`src/rtl/seg_chase_decoder_if.sv`:
```
// Segment-line and decoded-status bundle for seg_chase_decoder.
// master: drives seg_in, observes status; slave: the decoder.
interface seg_chase_decoder_if #(
    parameter int STEP_TIMER_WIDTH = 24
);
    // seg_in[6:0] = segments a..g, seg_in[7] = decimal point
    logic [7:0]                  seg_in;
    logic [2:0]                  seq_pos;
    logic                        dir;
    logic                        locked;
    logic                        step_valid;
    logic                        dir_flip;
    logic [STEP_TIMER_WIDTH-1:0] step_period;
    logic [4:0]                  active_level;

    modport master (
        output seg_in,
        input  seq_pos,
        input  dir,
        input  locked,
        input  step_valid,
        input  dir_flip,
        input  step_period,
        input  active_level
    );

    modport slave (
        input  seg_in,
        output seq_pos,
        output dir,
        output locked,
        output step_valid,
        output dir_flip,
        output step_period,
        output active_level
    );
endinterface

```
`src/rtl/seg_chase_decoder.sv`:
```
// Demodulates the PWM brightness of a seven-segment chase display and
// recovers the chase position, direction and step period.
//
// Ports:
//   clk    clock
//   reset  asynchronous active-low reset
//   bus    seg_chase_decoder_if.slave
//            seg_in       segment lines a..g on [6:0], [7] (dp) ignored
//            seq_pos      recovered chase position 0..7
//            dir          1 = incrementing, 0 = decrementing
//            locked       tracking a valid sequence
//            step_valid   one-cycle pulse per accepted step
//            dir_flip     one-cycle pulse when a step reverses dir
//            step_period  cycles between the last two accepted steps
//            active_level level of the active segment, 0 if none
//
// Optional: define SEG_CHASE_DECODER_GLITCH_FILTER_EN to accept a new
// argmax result only after two consecutive windows agree.
module seg_chase_decoder #(
    parameter int PWM_WINDOW_WIDTH = 8,
    parameter int ON_THRESHOLD     = 24,
    parameter int STEP_TIMER_WIDTH = 24,
    parameter bit COMMON_ANODE     = 1'b1
) (
    input  logic               clk,
    input  logic               reset,
    seg_chase_decoder_if.slave bus
);

    localparam int W  = PWM_WINDOW_WIDTH;
    localparam int AW = W + 1;
    localparam int SH = W - 5;
    localparam int TW = STEP_TIMER_WIDTH;

    typedef enum logic [1:0] {
        SEARCH,
        ACQUIRE,
        LOCKED
    } state_t;

    // ---------------- input path ----------------
    logic [6:0] sync1_q;
    logic [6:0] sync2_q;
    logic [6:0] seg_on;
    logic       unused_dp;

    assign unused_dp = bus.seg_in[7];
    assign seg_on    = COMMON_ANODE ? ~sync2_q : sync2_q;

    always_ff @(posedge clk or negedge reset) begin
        if (!reset) begin
            sync1_q <= '0;
            sync2_q <= '0;
        end else begin
            sync1_q <= bus.seg_in[6:0];
            sync2_q <= sync1_q;
        end
    end

    // ---------------- duty measurement ----------------
    logic [W-1:0]  wc_q;
    logic          win_end;
    logic          lvl_vld_q;
    logic [AW-1:0] acc_q [7];
    logic [AW-1:0] acc_nx [7];
    logic [4:0]    lvl_q [7];

    assign win_end = &wc_q;

    function automatic logic [4:0] sat_lvl(input logic [AW-1:0] a);
        logic [AW-1:0] s;
        s = a >> SH;
        if (s > AW'(31)) return 5'd31;
        return s[4:0];
    endfunction

    // The window-end cycle itself is counted before latching.
    always_comb begin
        for (int i = 0; i < 7; i++) begin
            acc_nx[i] = acc_q[i] + AW'(seg_on[i]);
        end
    end

    always_ff @(posedge clk or negedge reset) begin
        if (!reset) begin
            wc_q      <= '0;
            lvl_vld_q <= 1'b0;
            for (int i = 0; i < 7; i++) begin
                acc_q[i] <= '0;
                lvl_q[i] <= '0;
            end
        end else begin
            wc_q      <= wc_q + 1'b1;
            lvl_vld_q <= win_end;
            for (int i = 0; i < 7; i++) begin
                if (win_end) begin
                    acc_q[i] <= '0;
                    lvl_q[i] <= sat_lvl(acc_nx[i]);
                end else begin
                    acc_q[i] <= acc_nx[i];
                end
            end
        end
    end

    // ---------------- argmax ----------------
    logic       win_vld;
    logic [2:0] win_seg;
    logic [4:0] win_lvl;
    logic       accept;

    // Strict '>' keeps the lowest index on ties.
    always_comb begin
        win_vld = 1'b0;
        win_seg = '0;
        win_lvl = '0;
        for (int i = 0; i < 7; i++) begin
            if (int'(lvl_q[i]) >= ON_THRESHOLD &&
                (!win_vld || lvl_q[i] > win_lvl)) begin
                win_vld = 1'b1;
                win_seg = 3'(i);
                win_lvl = lvl_q[i];
            end
        end
    end

`ifdef SEG_CHASE_DECODER_GLITCH_FILTER_EN
    logic       prv_vld_q;
    logic [2:0] prv_seg_q;

    assign accept = (win_vld == prv_vld_q) && (win_seg == prv_seg_q);

    always_ff @(posedge clk or negedge reset) begin
        if (!reset) begin
            prv_vld_q <= 1'b0;
            prv_seg_q <= '0;
        end else if (lvl_vld_q) begin
            prv_vld_q <= win_vld;
            prv_seg_q <= win_seg;
        end
    end
`else
    assign accept = 1'b1;
`endif

    logic       arg_vld_q;
    logic       act_vld_q;
    logic [2:0] act_seg_q;
    logic [4:0] act_lvl_q;

    always_ff @(posedge clk or negedge reset) begin
        if (!reset) begin
            arg_vld_q <= 1'b0;
            act_vld_q <= 1'b0;
            act_seg_q <= '0;
            act_lvl_q <= '0;
        end else begin
            arg_vld_q <= lvl_vld_q && accept;
            if (lvl_vld_q && accept) begin
                act_vld_q <= win_vld;
                act_seg_q <= win_seg;
                act_lvl_q <= win_lvl;
            end
        end
    end

    // ---------------- pair lookup ----------------
    // Returns {hit, pos} for a forward (prev, new) segment pair.
    function automatic logic [3:0] fwd_pos(
        input logic [2:0] p,
        input logic [2:0] n
    );
        unique case ({p, n})
            {3'd5, 3'd0}: return {1'b1, 3'd0};
            {3'd0, 3'd1}: return {1'b1, 3'd1};
            {3'd1, 3'd6}: return {1'b1, 3'd2};
            {3'd6, 3'd4}: return {1'b1, 3'd3};
            {3'd4, 3'd3}: return {1'b1, 3'd4};
            {3'd3, 3'd2}: return {1'b1, 3'd5};
            {3'd2, 3'd6}: return {1'b1, 3'd6};
            {3'd6, 3'd5}: return {1'b1, 3'd7};
            default:      return 4'b0;
        endcase
    endfunction

    state_t     state_q;
    state_t     state_d;
    logic [2:0] ref_q;
    logic [2:0] ref_d;
    logic [3:0] f_hit;
    logic [3:0] r_hit;
    logic       pr_hit;
    logic       pr_dir;
    logic [2:0] pr_pos;

    // Forward and reverse sets are disjoint, so at most one hits.
    assign f_hit  = fwd_pos(ref_q, act_seg_q);
    assign r_hit  = fwd_pos(act_seg_q, ref_q);
    assign pr_hit = f_hit[3] | r_hit[3];
    assign pr_dir = f_hit[3];
    assign pr_pos = f_hit[3] ? f_hit[2:0] : r_hit[2:0] - 3'd1;

    // ---------------- tracking FSM ----------------
    logic [2:0]    pos_q;
    logic [2:0]    pos_d;
    logic          dir_q;
    logic          dir_d;
    logic          lock_q;
    logic          lock_d;
    logic          sv_q;
    logic          sv_d;
    logic          flip_q;
    logic          flip_d;
    logic [TW-1:0] tmr_q;
    logic [TW-1:0] tmr_d;
    logic [TW-1:0] per_q;
    logic [TW-1:0] per_d;
    logic          new_seg;

    assign new_seg = arg_vld_q && act_vld_q && (act_seg_q != ref_q);

    always_comb begin
        state_d = state_q;
        ref_d   = ref_q;
        pos_d   = pos_q;
        dir_d   = dir_q;
        lock_d  = lock_q;
        sv_d    = 1'b0;
        flip_d  = 1'b0;
        per_d   = per_q;
        tmr_d   = tmr_q + 1'b1;
        if (&tmr_q) begin
            state_d = SEARCH;
            lock_d  = 1'b0;
            tmr_d   = '0;
        end else begin
            unique case (state_q)
                SEARCH: begin
                    if (arg_vld_q && act_vld_q) begin
                        ref_d   = act_seg_q;
                        state_d = ACQUIRE;
                    end
                end
                ACQUIRE: begin
                    if (new_seg) begin
                        ref_d = act_seg_q;
                        if (pr_hit) begin
                            pos_d   = pr_pos;
                            dir_d   = pr_dir;
                            lock_d  = 1'b1;
                            sv_d    = 1'b1;
                            tmr_d   = '0;
                            state_d = LOCKED;
                        end
                    end
                end
                LOCKED: begin
                    if (new_seg) begin
                        ref_d = act_seg_q;
                        if (pr_hit) begin
                            pos_d  = pr_pos;
                            dir_d  = pr_dir;
                            sv_d   = 1'b1;
                            flip_d = pr_dir != dir_q;
                            // +1: the restart cycle itself is a step cycle
                            per_d  = tmr_q + 1'b1;
                            tmr_d  = '0;
                        end else begin
                            lock_d  = 1'b0;
                            state_d = ACQUIRE;
                        end
                    end
                end
                default: state_d = SEARCH;
            endcase
        end
    end

    always_ff @(posedge clk or negedge reset) begin
        if (!reset) begin
            state_q <= SEARCH;
            ref_q   <= '0;
            pos_q   <= '0;
            dir_q   <= 1'b0;
            lock_q  <= 1'b0;
            sv_q    <= 1'b0;
            flip_q  <= 1'b0;
            tmr_q   <= '0;
            per_q   <= '0;
        end else begin
            state_q <= state_d;
            ref_q   <= ref_d;
            pos_q   <= pos_d;
            dir_q   <= dir_d;
            lock_q  <= lock_d;
            sv_q    <= sv_d;
            flip_q  <= flip_d;
            tmr_q   <= tmr_d;
            per_q   <= per_d;
        end
    end

    assign bus.seq_pos      = pos_q;
    assign bus.dir          = dir_q;
    assign bus.locked       = lock_q;
    assign bus.step_valid   = sv_q;
    assign bus.dir_flip     = flip_q;
    assign bus.step_period  = per_q;
    assign bus.active_level = act_lvl_q;

endmodule

```
`src/flat_wrapper.sv`:
```
// flat-port wrapper written by rule: the top's interface ports become plain ports
module seg_chase_decoder_flat 
#(
    parameter int PWM_WINDOW_WIDTH = 8,
    parameter int ON_THRESHOLD     = 24,
    parameter int STEP_TIMER_WIDTH = 24,
    parameter bit COMMON_ANODE     = 1'b1
)
  (clk, reset, bus_seg_in, bus_seq_pos, bus_dir, bus_locked, bus_step_valid, bus_dir_flip, bus_step_period, bus_active_level);
  seg_chase_decoder_if #(.STEP_TIMER_WIDTH(STEP_TIMER_WIDTH)) bus_i ();
  input  logic clk;
  input  logic reset;
  input wire logic [$bits(bus_i.seg_in)-1:0] bus_seg_in;
  output wire logic [$bits(bus_i.seq_pos)-1:0] bus_seq_pos;
  output wire logic [$bits(bus_i.dir)-1:0] bus_dir;
  output wire logic [$bits(bus_i.locked)-1:0] bus_locked;
  output wire logic [$bits(bus_i.step_valid)-1:0] bus_step_valid;
  output wire logic [$bits(bus_i.dir_flip)-1:0] bus_dir_flip;
  output wire logic [$bits(bus_i.step_period)-1:0] bus_step_period;
  output wire logic [$bits(bus_i.active_level)-1:0] bus_active_level;
  assign bus_i.seg_in = bus_seg_in;
  assign bus_seq_pos = bus_i.seq_pos;
  assign bus_dir = bus_i.dir;
  assign bus_locked = bus_i.locked;
  assign bus_step_valid = bus_i.step_valid;
  assign bus_dir_flip = bus_i.dir_flip;
  assign bus_step_period = bus_i.step_period;
  assign bus_active_level = bus_i.active_level;
  seg_chase_decoder #(.PWM_WINDOW_WIDTH(PWM_WINDOW_WIDTH), .ON_THRESHOLD(ON_THRESHOLD), .STEP_TIMER_WIDTH(STEP_TIMER_WIDTH), .COMMON_ANODE(COMMON_ANODE)) u_core (.clk(clk), .reset(reset), .bus(bus_i));
endmodule
```
`config.mk`:
```
export PLATFORM = sky130hd
export DESIGN_NAME = seg_chase_decoder_flat
export DESIGN_NICKNAME = d
export VERILOG_FILES = /design/src/rtl/seg_chase_decoder_if.sv /design/src/rtl/seg_chase_decoder.sv /design/src/flat_wrapper.sv
export SDC_FILE = /design/constraint.sdc
export NUM_CORES = 1
export LEC_CHECK = 0
export ABC_AREA = 1
export CORE_MARGIN = 3
export CORE_UTILIZATION = 60
export CTS_CLUSTER_SIZE = 28
export DETAILED_ROUTE_END_ITERATION = 7
export PLACE_DENSITY = 0.79
export REMOVE_ABC_BUFFERS = 1
export SYNTH_ARGS = -nofsm -noshare
export SYNTH_HDL_FRONTEND = slang
export SYNTH_SLANG_ARGS = --single-unit
```
`constraint.sdc`:
```
create_clock -name clk -period 7.6 [get_ports clk]
set_input_delay 1.9 -clock clk [delete_from_list [all_inputs] [get_ports clk]]
set_output_delay 1.9 -clock clk [all_outputs]
set_load 0.005 [all_outputs]
```
==> impl_metrics.toml, run 1 <==
[setup_path]
crit_buf_inv = 7
reg2reg_slack_ps = -60
crit_top_cell = "nand2_1"
worstSetupPathType = "reg2reg"
worst_setup_path_start_kind = "flip-flop"
r2r_cells = 62
timing.rr.start = "u_core.lvl_q[34]$_DFFE_PN0P_"
slowest_delay_ps = 390
r2r-end = "u_core.act_seg_q[0]$_DFFE_PN0P_"
cp.arrival_ps = 8020
endpoint_kind = "flip-flop"
path_depth = 62
cpMaxStageDelayCell = "dfrtp_1"
crit_required_ps = 7960
critPathMaxFanout = 6
critical-path-top-delay-family = "simple AND/OR/NAND/NOR gates"

[power_and_ir_drop]
power_density_nw_per_um2 = 222
ir_worst_vdd_mv = 0.228
power.leakage_nw = 5.45

[outcome]
status = "finished, violations left"
violations = "setup timing"

[die]
placementRows = 45
dieArea_sq_um = 17300
die_x_microns = 132
die_h_microns = 132
core-area_sq_um = 15300
start_util = 0.618
ioPinCount = 46

[cts]
cts_num_sinks = 191
clock_latency_ps = 430
cts_tree = "done"
cts_buffers = 17
clkTransAtPathRegs_ps = 70
htreeDepth = 4
root_buffer = "clkbuf_16"
clock_path_buffers = 2

[cells_and_area]
drive_gt1_frac = 0.155
fin_util = 0.728
nets = 1165
num_antenna_cells = 0
synthToLayoutAreaGrowth_pct = 17.7
fillers = 1101

[sta]
final-setup-viol-count = 5
final.setup.tns_ps = -200
min_period_ps = 7660
tightest_slew_ps = 1030
slew_viol_final = 0
setup_slack_ps = -61.1
finalHoldViolations = 0
finalCritPeriodShare = 1.01
relSlewSlack = 0.316
fmax_mhz = 131
rsz0062_at_grt = "yes"
worst_clock_skew_ps = 9.40

[hold_path]
min_from = "u_core.sync1_q[2]$_DFF_PN0_"
hold_depth = 0
min_to = "u_core.sync2_q[2]$_DFF_PN0_"
worstHoldPathType = "reg2reg"

[synthesis]
synth_edf_count = 0
synthArstFlopShare = 1.00
seq_area_frac_synth = 0.505
synth_ff_type = "dfrtp_1"
yosys_warnings = 0
syn_area_sq_um = 9470
synthDistinctLibCells = 50
synth_seq_cells = 191
synth.avg_cell_area_sq_um = 9.09
netlist_instances = 1042

[placement]
gp_congestion = 0.837
hpwl_microns = 11300
port_buffers = 44

[detailed_routing]
wl_per_cell_microns = 13.3
drt_iter0_drc = 379
drc = 0
firstDrtPassIters = 6
postRouteAntennaNets = 0
vias = 7091
routed_wl_microns = 17600
vias_per_cell = 5.34

[global_routing]
grt_pass1_wl_microns = 29400
antenna_found_initial = 0
grt_max_degree = 122
first_global_vias = 6729
track_usage = 0.202
globalRouteOverflowTotal = 0

[flow_run]
drv_cap = 0
[power by group]
| part | total [mW] | leakage [nW] | internal [mW] | switching (mW) |
|---|---|---|---|---|
| registers | 1.26 | 2.52 | 1.15 | 0.108 |
| clock network | 0.905 | 0.287 | 0.517 | 0.388 |
| logic | 0.305 | 2.64 | 0.131 | 0.175 |
[through the flow]
step / setup slack [ps] / cell area (sq um) / power, mW / hold slack, ps / cells
2_1_floorplan: 655 / 9350 / 1.49 / 331 / 1020
3_3_place_gp: 40.7 / 10100 / 1.56 / 332 / 1283
3_5_place_dp: -170 / 10100 / 1.59 / 336 / 1283
4_1_cts: 12.8 / 10700 / 2.49 / 352 / 1314
5_1_grt: -613 / 11100 / 2.61 / 362 / 1327
6_report: -61.1 / 11100 / 2.47 / 347 / 1327
[flip-flops by register name, summed over array words and instances (netlist names), 2 cells and up]
| signal | cells |
|---|---|
| u_core.acc_q | 63 |
| u_core.lvl_q | 35 |
| u_core.bus.step_period | 24 |
| u_core.tmr_q | 24 |
| u_core.wc_q | 8 |
| u_core.sync1_q | 7 |
| u_core.sync2_q | 7 |
| u_core.bus.active_level | 5 |
| u_core.act_seg_q | 3 |
| u_core.bus.seq_pos | 3 |
| u_core.ref_q | 3 |
| u_core.state_q | 2 |
[cells in the mapped netlist, types with 3 or more instances]
| master | n | area [sq um] |
|---|---|---|
| dfrtp_1 | 191 | 4780 |
| nand2_1 | 161 | 604 |
| nor2_1 | 154 | 578 |
| inv_1 | 118 | 443 |
| nand3_1 | 52 | 260 |
| ha_1 | 51 | 638 |
| xor2_1 | 51 | 447 |
| a31oi_1 | 37 | 231 |
| o21ai_0 | 32 | 160 |
| nand4_1 | 22 | 138 |
| xnor2_1 | 18 | 158 |
| a21oi_1 | 11 | 55.1 |
| inv_2 | 11 | 41.3 |
| nand3b_1 | 11 | 82.6 |
| nor3_1 | 11 | 55.1 |
| o21ai_1 | 11 | 55.1 |
| nand2_2 | 10 | 62.6 |
| nor2_2 | 10 | 62.6 |
| and2_1 | 8 | 50.1 |
| clkbuf_1 | 8 | 30.0 |
| o21ai_2 | 7 | 61.3 |
| buf_1 | 6 | 22.5 |
| nor2_4 | 4 | 45.0 |
| nor3b_1 | 4 | 30.0 |
| o22ai_1 | 4 | 25.0 |
| buf_4 | 3 | 22.5 |
| nand3_2 | 3 | 30.0 |
| nor4_1 | 3 | 18.8 |
| or2_2 | 3 | 18.8 |
[kinds of logic after synthesis]
| logic type | count (synthesis) | share of synthesized area |
|---|---|---|
| AOI/OAI and AO/OA | 113 | 0.0717 |
| xor gates and xnor gates | 69 | 0.0638 |
| adders and majority gates | 51 | 0.0674 |
| buffers and inverters | 152 | 0.0647 |
| DFF | 191 | 0.505 |
| and+or+nand+nor | 466 | 0.228 |
[worst reg2reg max path, delay by kind of cell, from the launching register on]
kind / cells / cell delay (ps)
fa+ha+maj: 6 / 1410
simple gates: 38 / 3800
compound gates: 11 / 1450
flops: 1 / 390
buf+inv: 7 / 550
[how the worst max path moves through the flow]
stage,start,end,slack [ps]
floorplan,u_core.lvl_q[34]$_DFFE_PN0P_,u_core.bus.active_level[0]$_DFFE_PN0P_,650
CTS,u_core.lvl_q[34]$_DFFE_PN0P_,u_core.bus.active_level[0]$_DFFE_PN0P_,10
detailed placement,u_core.lvl_q[34]$_DFFE_PN0P_,u_core.act_seg_q[0]$_DFFE_PN0P_,-170
global route,u_core.lvl_q[34]$_DFFE_PN0P_,u_core.bus.active_level[2]$_DFFE_PN0P_,-610
global placement,u_core.lvl_q[34]$_DFFE_PN0P_,u_core.act_seg_q[2]$_DFFE_PN0P_,40
finish,u_core.lvl_q[34]$_DFFE_PN0P_,u_core.act_seg_q[0]$_DFFE_PN0P_,-60
[layer usage]
layer | global-route usage | up-vias | part of all wire
li1 | - | 3510 | -
met1 | 0.250 | 3412 | 0.44
met2 | 0.352 | 130 | 0.51
met3 | 0.0456 | 39 | 0.034
met4 | 0.0642 | 0 | 0.020
met5 | 0 | - | 0
[cell type report]
cell class / count / area (sq um) / area share
clock buffers: 18 / 429 / 0.0385
repair buffers: 65 / 609 / 0.0547
inverters: 130 / 492 / 0.0441
multi-input cells: 699 / 4410 / 0.395
flip-flops and latches: 191 / 4780 / 0.429
well taps: 211 / 264 / 0.0237
clock inverters: 13 / 164 / 0.0147
[cell usage in the layout, fill, tap and decap left out, drive strengths merged, types with 8 or more instances in the layout]
cell and instances:
inv 130, xor2 51, clkdlybuf4s50 43, a31oi 37, ha 51, nor3 14
dfrtp 191, xnor2 18, o21ai 50, and2 8, nand4 23, nand3 55
clkinv 8, clkbuf 19, nor2 169, a21oi 11, buf 21, nand2 173
nand3b 12
[repair_timing]
action | in CTS | in global routing
resized for setup | 9 | 75
endpoints found under the setup margin | 6 | 6
setup buffers | 0 | 13
hold buffers | 0 | 0
pin swaps | 0 | 60
(Power assumes the default switching activity.)
==> inputs of run 2 (changes only) <==
--- a/config.mk
+++ b/config.mk
@@ -8,8 +8,9 @@
 export ABC_AREA = 1
 export CORE_MARGIN = 3
 export CORE_UTILIZATION = 60
-export CTS_CLUSTER_SIZE = 28
+export CTS_CLUSTER_SIZE = 20
 export DETAILED_ROUTE_END_ITERATION = 7
+export HOLD_SLACK_MARGIN = 0.1
 export PLACE_DENSITY = 0.79
 export REMOVE_ABC_BUFFERS = 1
 export SYNTH_ARGS = -nofsm -noshare
==> results of run 2 <==
The final DEF is identical to that of run 1; final timing and power are the same.
